--- src/rtl/control_unit_if.sv ---
// Bundle between the fetch/execute sequencer and the A/B datapath plus instruction memory.
// The master side is the sequencer; the slave side is the datapath/memory.
interface control_unit_if #(
    parameter int PC_W = 8
);
    logic            enable;
    logic [15:0]     instr;
    logic            alu_z;
    logic            alu_n;
    logic            alu_c;
    logic [PC_W-1:0] pc;
    logic            load_a;
    logic            load_b;
    logic [1:0]      sel_a;
    logic [1:0]      sel_b;
    logic [2:0]      alu_op;
    logic [7:0]      literal;
    logic [2:0]      flags;
    logic            halted;
    logic            illegal;

    modport master (
        input  enable, instr, alu_z, alu_n, alu_c,
        output pc, load_a, load_b, sel_a, sel_b, alu_op, literal, flags, halted, illegal
    );

    modport slave (
        output enable, instr, alu_z, alu_n, alu_c,
        input  pc, load_a, load_b, sel_a, sel_b, alu_op, literal, flags, halted, illegal
    );
endinterface

--- src/rtl/control_unit.sv ---
// Two-cycle fetch/execute sequencer holding PC, IR and the Z/N/C flags.
// Strobes and selects are decoded combinationally from state and IR.
module control_unit #(
    parameter int          PC_W     = 8,
    parameter int unsigned RESET_PC = 0
) (
    input  logic          clk,
    input  logic          reset,
    control_unit_if.master bus
);
    typedef enum logic [1:0] {
        FETCH = 2'b00,
        EXEC  = 2'b01,
        HALT  = 2'b10
    } state_t;

    localparam logic [7:0] OP_NOP  = 8'h00;
    localparam logic [7:0] OP_MOVA = 8'h01;
    localparam logic [7:0] OP_MOVB = 8'h02;
    localparam logic [7:0] OP_MAB  = 8'h03;
    localparam logic [7:0] OP_MBA  = 8'h04;
    localparam logic [7:0] OP_ADD  = 8'h05;
    localparam logic [7:0] OP_SUB  = 8'h06;
    localparam logic [7:0] OP_AND  = 8'h07;
    localparam logic [7:0] OP_OR   = 8'h08;
    localparam logic [7:0] OP_JMP  = 8'h09;
    localparam logic [7:0] OP_JEQ  = 8'h0A;
    localparam logic [7:0] OP_JNE  = 8'h0B;
    localparam logic [7:0] OP_JLT  = 8'h0C;
    localparam logic [7:0] OP_HLT  = 8'hFF;

    localparam logic [PC_W-1:0] RESET_PC_V = PC_W'(RESET_PC);

    state_t          state_q, state_d;
    logic [PC_W-1:0] pc_q, pc_d;
    logic [15:0]     ir_q, ir_d;
    logic [2:0]      flags_q, flags_d;

    logic [7:0] opcode;
    logic [7:0] lit;
    logic       loadA, loadB;
    logic [1:0] selA, selB;
    logic [2:0] aluOp;
    logic       aluWrite;
    logic       jumpTaken;
    logic       isIllegal;

    assign opcode = ir_q[15:8];
    assign lit    = ir_q[7:0];

    // Jumps look only at the registered flags, never at the live ALU inputs.
    always_comb begin
        loadA     = 1'b0;
        loadB     = 1'b0;
        selA      = 2'b00;
        selB      = 2'b00;
        aluOp     = 3'b000;
        aluWrite  = 1'b0;
        jumpTaken = 1'b0;
        isIllegal = 1'b0;
        if (state_q == EXEC) begin
            case (opcode)
                OP_NOP:  ;
                OP_MOVA: begin loadA = 1'b1; selA = 2'b01; end
                OP_MOVB: begin loadB = 1'b1; selB = 2'b01; end
                OP_MAB:  begin loadA = 1'b1; selA = 2'b10; end
                OP_MBA:  begin loadB = 1'b1; selB = 2'b10; end
                OP_ADD:  begin loadA = 1'b1; aluOp = 3'b000; aluWrite = 1'b1; end
                OP_SUB:  begin loadA = 1'b1; aluOp = 3'b001; aluWrite = 1'b1; end
                OP_AND:  begin loadA = 1'b1; aluOp = 3'b010; aluWrite = 1'b1; end
                OP_OR:   begin loadA = 1'b1; aluOp = 3'b011; aluWrite = 1'b1; end
                OP_JMP:  jumpTaken = 1'b1;
                OP_JEQ:  jumpTaken = flags_q[2];
                OP_JNE:  jumpTaken = ~flags_q[2];
                OP_JLT:  jumpTaken = flags_q[1];
                OP_HLT:  ;
                default: isIllegal = 1'b1;
            endcase
        end
    end

    always_comb begin
        state_d = state_q;
        pc_d    = pc_q;
        ir_d    = ir_q;
        flags_d = flags_q;
        case (state_q)
            FETCH: begin
                if (bus.enable) begin
                    ir_d    = bus.instr;
                    state_d = EXEC;
                end
            end
            EXEC: begin
                if (aluWrite) begin
                    flags_d = {bus.alu_z, bus.alu_n, bus.alu_c};
                end
                if (opcode == OP_HLT) begin
                    state_d = HALT;
                end else begin
                    state_d = FETCH;
                    pc_d    = jumpTaken ? PC_W'(lit) : pc_q + PC_W'(1);
                end
            end
            HALT:    state_d = HALT;
            default: state_d = FETCH;
        endcase
    end

    always_ff @(posedge clk) begin
        if (reset) begin
            state_q <= FETCH;
            pc_q    <= RESET_PC_V;
            ir_q    <= 16'h0000;
            flags_q <= 3'b000;
        end else begin
            state_q <= state_d;
            pc_q    <= pc_d;
            ir_q    <= ir_d;
            flags_q <= flags_d;
        end
    end

    assign bus.pc      = pc_q;
    assign bus.load_a  = loadA;
    assign bus.load_b  = loadB;
    assign bus.sel_a   = selA;
    assign bus.sel_b   = selB;
    assign bus.alu_op  = aluOp;
    assign bus.literal = lit;
    assign bus.flags   = flags_q;
    assign bus.halted  = (state_q == HALT);
    assign bus.illegal = isIllegal;
endmodule

--- src/flat_wrapper.sv ---
// flat-port wrapper written by rule: the top's interface ports become plain ports
module control_unit_flat 
#(
    parameter int          PC_W     = 8,
    parameter int unsigned RESET_PC = 0
)
  (clk, reset, bus_enable, bus_instr, bus_alu_z, bus_alu_n, bus_alu_c, bus_pc, bus_load_a, bus_load_b, bus_sel_a, bus_sel_b, bus_alu_op, bus_literal, bus_flags, bus_halted, bus_illegal);
  control_unit_if #(.PC_W(PC_W)) bus_i ();
  input  logic clk;
  input  logic reset;
  input wire logic [$bits(bus_i.enable)-1:0] bus_enable;
  input wire logic [$bits(bus_i.instr)-1:0] bus_instr;
  input wire logic [$bits(bus_i.alu_z)-1:0] bus_alu_z;
  input wire logic [$bits(bus_i.alu_n)-1:0] bus_alu_n;
  input wire logic [$bits(bus_i.alu_c)-1:0] bus_alu_c;
  output wire logic [$bits(bus_i.pc)-1:0] bus_pc;
  output wire logic [$bits(bus_i.load_a)-1:0] bus_load_a;
  output wire logic [$bits(bus_i.load_b)-1:0] bus_load_b;
  output wire logic [$bits(bus_i.sel_a)-1:0] bus_sel_a;
  output wire logic [$bits(bus_i.sel_b)-1:0] bus_sel_b;
  output wire logic [$bits(bus_i.alu_op)-1:0] bus_alu_op;
  output wire logic [$bits(bus_i.literal)-1:0] bus_literal;
  output wire logic [$bits(bus_i.flags)-1:0] bus_flags;
  output wire logic [$bits(bus_i.halted)-1:0] bus_halted;
  output wire logic [$bits(bus_i.illegal)-1:0] bus_illegal;
  assign bus_i.enable = bus_enable;
  assign bus_i.instr = bus_instr;
  assign bus_i.alu_z = bus_alu_z;
  assign bus_i.alu_n = bus_alu_n;
  assign bus_i.alu_c = bus_alu_c;
  assign bus_pc = bus_i.pc;
  assign bus_load_a = bus_i.load_a;
  assign bus_load_b = bus_i.load_b;
  assign bus_sel_a = bus_i.sel_a;
  assign bus_sel_b = bus_i.sel_b;
  assign bus_alu_op = bus_i.alu_op;
  assign bus_literal = bus_i.literal;
  assign bus_flags = bus_i.flags;
  assign bus_halted = bus_i.halted;
  assign bus_illegal = bus_i.illegal;
  control_unit #(.PC_W(PC_W), .RESET_PC(RESET_PC)) u_core (.clk(clk), .reset(reset), .bus(bus_i));
endmodule
--- config.mk ---
export PLATFORM = sky130hd
export DESIGN_NAME = control_unit_flat
export DESIGN_NICKNAME = d
export VERILOG_FILES = /design/src/rtl/control_unit_if.sv /design/src/rtl/control_unit.sv /design/src/flat_wrapper.sv
export SDC_FILE = /design/constraint.sdc
export NUM_CORES = 1
export LEC_CHECK = 0
export ABC_CLOCK_PERIOD_IN_PS = 2700
export CORE_MARGIN = 10
export CORE_UTILIZATION = 49
export CTS_CLUSTER_DIAMETER = 100
export CTS_CLUSTER_SIZE = 30
export DETAILED_ROUTE_END_ITERATION = 12
export HOLD_SLACK_MARGIN = 0.02
export PLACE_DENSITY = 0.85
export SLEW_MARGIN = 10
export SYNTH_ARGS = -nofsm -noshare
export SYNTH_HDL_FRONTEND = slang
export SYNTH_SLANG_ARGS = --single-unit
--- constraint.sdc ---
create_clock -name clk -period 2.7 [get_ports clk]
set_clock_uncertainty 0.05 [all_clocks]
set_input_delay 0.405 -clock clk [delete_from_list [all_inputs] [get_ports clk]]
set_output_delay 0.405 -clock clk [all_outputs]
set_load 0.02 [all_outputs]
==> summary.md, run 1 <==
| Metric | Value |
|---|---|
| First-pass GRT wire length | `roughly 6.7 mm` |
| Leading cell type in the layout, fill and taps excluded | `clkdlybuf4s50_1` |
| MaxCap Viol Count | `0` |
| CTS tree | `yes` |
| Area leader, netlist | `dfxtp_1` |
| Final Cell Area | `approximately 0.0021 mm^2` |
| Worst-path cell chain | `nor4_4, nand2_2, or3_4, nor3b_2, or2_1, clkdlybuf4s15_1` |
| Ys async rst share | `0%` |
| Post-Route WL | `between 3 and 4 mm` |
| Largest net degree at the start of global routing | `20` |
| Worst slew pin tran | `0.5972 ns` |
| # IOs | `52` |
| Largest family of logic cells by synthesized area | `simple AND/OR/NAND/NOR gates` |
| GRT Util Overall | `13.26%` |
| Core area | `just over 0.003 mm^2` |
| I/O Buffers | `50` |
| Finish-stage setup viols | `0` |
| Most frequently used flop master after synthesis | `dfxtp_1` |
| CTS root buf | `clkbuf_4` |
| Sequential fraction of the synthesis area | `between 30% and 40%` |
| Post-Synth Simple-Gate Area | `between 20% and 30%` |
| PwrDens | `~430 mW/mm^2` |
| # hold bufs at CTS | `0` |
| Avg Inst Size Synth | `between 8 and 9 um^2` |
| Synth Area in Compound Gates | `17.92%` |
| GP Congestion | `around 0.77` |
| H-tree Lvls | `2` |
| Hold Path Class | `register to register` |
| Clock latency on the worst-skew pair | `0.33 ns` |
| Per-cell routed wire length | `~14 um` |
| Max IR drop VDD | `0.3169 mV` |
| Pre-CTS setup slack | `approximately 0.17 ns` |
| Diodes inserted | `0` |
| # DRC | `0` |
| Routed vias | `around 1500` |
| Post-layout min period | `2.554 ns` |
| Clk pin slew, worst setup/hold paths | `roughly 0.080 ns` |
| Fin Hold WS | `between 0.4 and 0.5 ns` |
| HPWL after DPL | `approximately 2.9 mm` |
| Die area | `slightly below 0.006 mm^2` |
| Initial Util | `between 50% and 60%` |
| Number of global-route vias before repair | `approximately 1400` |
| Number of post-CTS setup repair buffers | `0` |
| Clock Sinks | `29` |
| Worst Setup End Kind | `output pin` |
| Rel. slew slack | `about three fifths` |
| Setup TNS | `0 ns` |
| Synth area leaders | `dfxtp_1 37%, nand2_1 9.5%, a21oi_1 7.6%` |
| DRT iter0 DRCs | `just under 100` |
| Top cell type's share of synthesized area | `a little under two fifths` |
| Syn Inst Count | `slightly below 200` |
| Global route total overflow | `0` |
| Critical-path top delay cell | `dfxtp_1` |
| Die height | `between 70 and 80 um` |
| Fin crit share | `about 95%` |
| Die X | `approximately 77 um` |
| Initial antenna violation count | `0` |
| Finished Layout Cells | `between 200 and 300` |
| Pleak | `around 0.8 nW` |
| DR vias/cell | `5.182` |
| Area grow syn2layout | `31.88%` |
| DRT antenna net count | `0` |
| RSZ-0062 raised after global routing | `false` |
| Xor/xnor cell area share of the yosys netlist | `less than 1%` |
| Distinct cells, synth | `45` |
| Multiplexer share of the synthesized area | `4.679%` |
| Status | `finished, final reports clean` |
| Max Slew Vio Count | `0` |
| Ys Warns | `0` |
| Final net count | `~260` |
| Final Hold Fails | `0` |
| Crit path DAT | `approximately 2.1 ns` |
| CP Class | `register to output pin` |
| Commonest non-fill, non-tap cells in the layout | `45 x clkdlybuf4s50_1, 40 x nand2_1, 29 x dfxtp_1` |
| Peak Freq | `approximately 390 MHz` |
| Total CTS buffers | `5` |
| Dpl cell area | `around 0.0020 mm^2` |
| Syn nets | `about 220` |
| CP max stage delay | `0.36 ns` |
| Post-route setup slack | `between 0.1 and 0.15 ns` |
| CP max FO | `3` |
| Core Rows | `20` |
| CP required | `about 2.3 ns` |
| DR pass1 iterations | `4` |
| FF+latch count, synth | `29` |
| Placed cell count | `between 200 and 300` |
| Layout cells sized above 1 | `under 10%` |
| Mapped Area | `between 0.0015 and 0.002 mm^2` |
| Clk buf depth | `2` |
| Post-synth EDFFs | `0` |
| CP startpoint kind | `register` |
| Synth Area in Adders | `less than 1%` |
registers in the layout, indices dropped and copies added, names as in the netlist:
name,count
u_core.bus.flags,3
u_core.ir_q,16
u_core.state_q,2
u_core.bus.pc,8
metal layers:
metal / share of wire, % / GRT usage, % / vias to the layer above
met3: 5.0 / 4.545 / 8
li1: - / - / 745
met1: 44 / 15.74 / 665
met2: 49 / 21.08 / 33
met4: 2.0 / 5.762 / 0
met5: 0 / 0 / -
path summary, 6_finish.rpt:
check                                                  start                       endpoint  slack [ns]  cells after the start
worst max register to register   u_core.ir_q[9]$_SDFFE_PP0P_  u_core.bus.pc[7]$_SDFFE_PP0P_        0.62                      5
worst min-delay path             u_core.ir_q[6]$_SDFFE_PP0P_    u_core.ir_q[6]$_SDFFE_PP0P_        0.43                      2
worst min register to register   u_core.ir_q[6]$_SDFFE_PP0P_    u_core.ir_q[6]$_SDFFE_PP0P_        0.43                      2
worst max-delay path            u_core.ir_q[15]$_SDFFE_PP0P_                     bus_load_b        0.15                      6
final cells by class:
| class | count | area, um^2 |
|---|---|---|
| Timing Repair Buffer | 53 | 525.5 |
| Fill cell | 258 | 997.2 |
| Inverter | 3 | 11.26 |
| Tap cell | 44 | 55.05 |
| Sequential cell | 29 | 580.6 |
| Clock buffer | 7 | 55.05 |
| Multi-Input combinational cell | 144 | 853.3 |
logic make-up after synthesis:
family / Yosys count
flops: 29
xor+xnor: 1
fa+ha+maj: 1
buf+inv: 23
other cells: 1
mux: 7
simple gates: 91
compound gates: 43
synth_stat cells (2+ instances only):
cell type	number
dfxtp_1	29
mux2i_1	4
nor2b_1	4
o21ai_1	6
nor2_1	17
a21oi_1	24
buf_4	11
nand4_1	2
clkbuf_1	6
and3_1	4
nand3_1	5
nor3b_1	2
a32o_1	3
or2_1	2
inv_1	3
nor3_1	2
mux2_1	3
buf_6	2
and2_1	2
nand2_1	40
repair_timing:
action	CTS	global route
gates resized for setup	3	3
cloned	0	0
pin swaps	0	0
endpoints found under the setup margin	3	3
per-stage QoR:
stage          total power (W)  utilization (%)
2_1_floorplan        0.0005746                -
3_5_place_dp         0.0006350            65.73
4_1_cts              0.0008944            67.40
6_report             0.0008898            67.60
3_3_place_gp         0.0006323            65.73
5_1_grt              0.0009333            67.60
critical path, delay by kind of cell (launching register included):
kind / cells / cell delay [ns]
buffers and inverters: 1 / 0.30
flip-flops: 1 / 0.36
AND/OR/NAND/NOR: 5 / 1.12
where the power goes:
group	internal (W)	switching [W]
registers	0.000446	0.0000254
clock network	0.000123	0.000143
logic	0.0000777	0.0000751
No activity file was read; power rests on OpenSTA's default activity.
==> inputs of run 2 (changes only) <==
--- a/config.mk
+++ b/config.mk
@@ -13,7 +13,7 @@
 export DETAILED_ROUTE_END_ITERATION = 12
 export HOLD_SLACK_MARGIN = 0.02
 export PLACE_DENSITY = 0.85
-export SLEW_MARGIN = 10
+export SLEW_MARGIN = 20
 export SYNTH_ARGS = -nofsm -noshare
 export SYNTH_HDL_FRONTEND = slang
 export SYNTH_SLANG_ARGS = --single-unit
==> results of run 2 <==
Same layout as run 1: the final DEF is identical, and so are final timing and power.
==> inputs of run 3 (changes only) <==
--- a/config.mk
+++ b/config.mk
@@ -5,14 +5,16 @@
 export SDC_FILE = /design/constraint.sdc
 export NUM_CORES = 1
 export LEC_CHECK = 0
+export ABC_AREA = 1
 export ABC_CLOCK_PERIOD_IN_PS = 2700
+export CAP_MARGIN = 10
 export CORE_MARGIN = 10
-export CORE_UTILIZATION = 49
+export CORE_UTILIZATION = 50
 export CTS_CLUSTER_DIAMETER = 100
 export CTS_CLUSTER_SIZE = 30
 export DETAILED_ROUTE_END_ITERATION = 12
 export HOLD_SLACK_MARGIN = 0.02
-export PLACE_DENSITY = 0.85
+export PLACE_DENSITY = 0.95
 export SLEW_MARGIN = 20
 export SYNTH_ARGS = -nofsm -noshare
 export SYNTH_HDL_FRONTEND = slang
==> summary.md, run 3 <==
| Metric | Value |
|---|---|
| Global route total overflow | `0 (unchanged)` |
| Largest family of logic cells by synthesized area | `simple AND/OR/NAND/NOR gates` |
| Total CTS buffers | `5 (unchanged)` |
| Clk buf depth | `2 (unchanged)` |
| Fin Hold WS | `0.4392 ns (+0.01239 ns)` |
| Reg2reg end | `u_core.bus.pc[3]$_SDFFE_PP0P_` |
| Number of post-CTS setup repair buffers | `0 (unchanged)` |
| Core area | `0.003103 mm^2 (+0.81%)` |
| Die X | `77.56 um (+1.1%)` |
| Top cell types by occurrence after synthesis | `53 x nor2_1, 37 x nand2_1, 29 x dfxtp_1` |
| Commonest non-fill, non-tap cells in the layout | `52 x nor2_1, 48 x clkdlybuf4s50_1, 37 x nand2_1` |
| Psw | `0.0003121 W (+28%)` |
| GRT Util Overall | `13.93% (+0.66 points)` |
| Post-layout min period | `2.425 ns (-0.1293 ns)` |
| DRT antenna net count | `0 (unchanged)` |
| Synth Area in Adders | `0.7553% (-0.038 points)` |
| I/O Buffers | `50 (unchanged)` |
| Dpl cell area | `0.002107 mm^2 (+4.1%)` |
| P_int | `0.0006576 W (+1.8%)` |
| Ys async rst share | `0% (unchanged)` |
| Final Hold Fails | `0 (unchanged)` |
| Syn nets | `273 (+25%)` |
| Multiplexer share of the synthesized area | `0% (-4.7 points)` |
| Area leader, netlist | `dfxtp_1` |
| Fin crit share | `89.81% (-4.8 points)` |
| Pleak | `0.9383 nW (+19%)` |
| CP max FO | `7 (+4)` |
| Mapped Area | `0.001657 mm^2 (+5.0%)` |
| GP Congestion | `0.8945 (+17%)` |
| Synth area leaders | `dfxtp_1 35%, nor2_1 12%, nand2_1 8.4%` |
| H-tree Lvls | `2 (unchanged)` |
| DR vias/cell | `4.887 (-5.7%)` |
| Worst slew pin tran | `0.5757 ns (-0.02157 ns)` |
| Number of global-route vias before repair | `1527 (+8.5%)` |
| Sequential fraction of the synthesis area | `35.05% (-1.8 points)` |
| Most frequently used flop master after synthesis | `dfxtp_1` |
| Hold Path Class | `register to register` |
| Ys Warns | `0 (unchanged)` |
| CP Class | `register to output pin` |
| Pre-CTS setup slack | `0.3472 ns (+0.1802 ns)` |
| Diodes inserted | `0 (unchanged)` |
| Worst Setup End Kind | `output pin` |
| Clk pin slew, worst setup/hold paths | `0.09 ns (about the same)` |
| Core Rows | `20 (unchanged)` |
| Status | `finished, final reports clean` |
| Post-route setup slack | `0.2753 ns (+0.1293 ns)` |
| Die area | `0.006016 mm^2 (+2.1%)` |
| Syn Inst Count | `250 (+28%)` |
| CP Launch Point | `u_core.ir_q[15]$_SDFFE_PP0P_` |
| Post-Synth Simple-Gate Area | `34.14% (+4.2 points)` |
| CP startpoint kind | `register` |
| # IOs | `52 (unchanged)` |
| Finished Layout Cells | `336 (+20%)` |
| Post-synth EDFFs | `0 (unchanged)` |
| Clock Sinks | `29 (unchanged)` |
| Setup TNS | `0 ns (unchanged)` |
| CTS tree | `yes` |
| Per-cell routed wire length | `12.25 um (-9.9%)` |
| Origin of the critical flop-to-flop path | `u_core.ir_q[11]$_SDFFE_PP0P_` |
| Clock latency on the worst-skew pair | `0.33 ns (about the same)` |
| RSZ-0062 raised after global routing | `false` |
| CTS root buf | `clkbuf_4` |
| Peak Freq | `412.4 MHz (+5.3%)` |
| First-pass GRT wire length | `6.934 mm (+4.3%)` |
| Worst r2r path cells | `11 (+6)` |
| Initial antenna violation count | `0 (unchanged)` |
| DR pass1 iterations | `4 (unchanged)` |
| Synth Area in Compound Gates | `12.76% (-5.2 points)` |
| Max FFs per register | `16 (unchanged)` |
| Distinct cells, synth | `30 (-33%)` |
| CP required | `2.25 ns (about the same)` |
| Fillers | `281 (+8.9%)` |
| Most common cell in the synthesized netlist | `nor2_1` |
| FF+latch count, synth | `29 (unchanged)` |
| Crit path DAT | `1.97 ns (-0.13 ns)` |
| HPWL after DPL | `3.294 mm (+14%)` |
| Routed vias | `1642 (+13%)` |
| Critical Path End | `bus_illegal` |
| Leading cell type in the layout, fill and taps excluded | `nor2_1` |
| Top cell type's share of synthesized area | `35.05% (-1.8 points)` |
| # DRC | `0 (unchanged)` |
| Area grow syn2layout | `30.51%` |
| Max Slew Vio Count | `0 (unchanged)` |
| MaxCap Viol Count | `0 (unchanged)` |
| Largest net degree at the start of global routing | `24 (+20%)` |
| Avg Inst Size Synth | `6.626 um^2 (-18%)` |
| Clock group share of total power | `26.1% (-3.8 points)` |
| Rel. slew slack | `61.53% (+1.3 points)` |
| Final Cell Area | `0.002162 mm^2 (+3.9%)` |
| Max IR drop VDD | `0.2906 mV (-8.3%)` |
| Sw frac | `32.19% (+4.8 points)` |
| Layout cells sized above 1 | `8.904% (+0.85 points)` |
| Part of the power in registers | `49.9% (-3.0 points)` |
| Xor/xnor cell area share of the yosys netlist | `3.172% (+2.6 points)` |
| Initial Util | `53.39% (+2.1 points)` |
| Die height | `77.56 um (+1.1%)` |
| Top reg by flops | `u_core.ir_q` |
| DRT iter0 DRCs | `112 (+13%)` |
| Combinational power share | `24.0% (+6.8 points)` |
| Final net count | `314 (+21%)` |
| Placed cell count | `328 (+20%)` |
| Reg2reg setup slack | `1.00 ns (+0.38 ns)` |
| PwrDens | `448.5 mW/mm^2 (+4.9%)` |
| Finish-stage setup viols | `0 (unchanged)` |
| Post-Route WL | `4.115 mm (+8.1%)` |
run 3: logic make-up (layout without fill, tap and decap cells):
kind of cell,count (synthesis),after routing
xor gates and xnor gates,6,6
buffers and inverters,46,88
AOI/OAI and AO/OA,39,39
and+or+nand+nor,128,128
other,1,1
adders and majority gates,1,1
DFF,29,29
run 3: how the worst min path moves through the flow:
| stage | from | to | cells past startpoint | slack, ns |
|---|---|---|---|---|
| 2_1_floorplan | u_core.ir_q[14]$_SDFFE_PP0P_ | u_core.ir_q[14]$_SDFFE_PP0P_ | 2 | 0.41 |
| 3_3_place_gp | u_core.ir_q[14]$_SDFFE_PP0P_ | u_core.ir_q[14]$_SDFFE_PP0P_ | 2 | 0.42 |
| 3_5_place_dp | u_core.ir_q[13]$_SDFFE_PP0P_ | u_core.ir_q[13]$_SDFFE_PP0P_ | 2 | 0.43 |
| 4_1_cts | u_core.ir_q[13]$_SDFFE_PP0P_ | u_core.ir_q[13]$_SDFFE_PP0P_ | 2 | 0.44 |
| 5_1_grt | u_core.ir_q[13]$_SDFFE_PP0P_ | u_core.ir_q[13]$_SDFFE_PP0P_ | 2 | 0.48 |
| 6_report | u_core.ir_q[13]$_SDFFE_PP0P_ | u_core.ir_q[13]$_SDFFE_PP0P_ | 2 | 0.44 |
run 3: area by class of cell:
class	count	area, um^2	share of cell area [%]
Multi-Input combinational cell	175	848.3	39.24
Sequential cell	29	580.6	26.85
Timing Repair Buffer	52	516.7	23.90
Inverter	28	110.1	5.093
Tap cell	44	55.05	2.546
Clock buffer	6	41.29	1.910
Clock inverter	2	10.01	0.4630
run 3: per-layer routing:
metal | track usage (%) | vias up | wire length (um)
met5 | 0 | - | 0
met4 | 5.474 | 0 | 61
met3 | 7.373 | 5 | 387
met2 | 22.07 | 58 | 1861
met1 | 15.41 | 716 | 1803
li1 | - | 863 | -
run 3: timing repair:
| action | CTS | global route |
|---|---|---|
| setup endpoints to repair | 2 | 1 |
| hold buffers | 0 | 0 |
| resized for setup | 2 | 1 |
run 3: power groups by stage:
stage	clock network, W	registers, W	logic (W)
2_1_floorplan	0	0.000498	0.000146
3_3_place_gp	0	0.000491	0.000230
3_5_place_dp	0	0.000493	0.000234
4_1_cts	0.000258	0.000484	0.000234
5_1_grt	0.000275	0.000489	0.000258
6_report	0.000253	0.000484	0.000233
run 3: through the flow:
step	utilization, %	power [W]
finish	69.68	0.0009697
global route	69.68	0.001021
CTS	69.60	0.0009761
detailed placement	67.90	0.0007274
global placement	67.90	0.0007206
floorplan	-	0.0006444
run 3: worst max-delay path, cell delays in order, from the launching register on:
cell and delay, ns:
dfxtp_1 0.38, nor2_2 0.07, nand2_4 0.10, clkinv_4 0.08, nand3_1 0.10, nand2_1 0.10, nor2_4 0.16, o311ai_0 0.18
nor2_1 0.13, dlygate4sd2_1 0.35
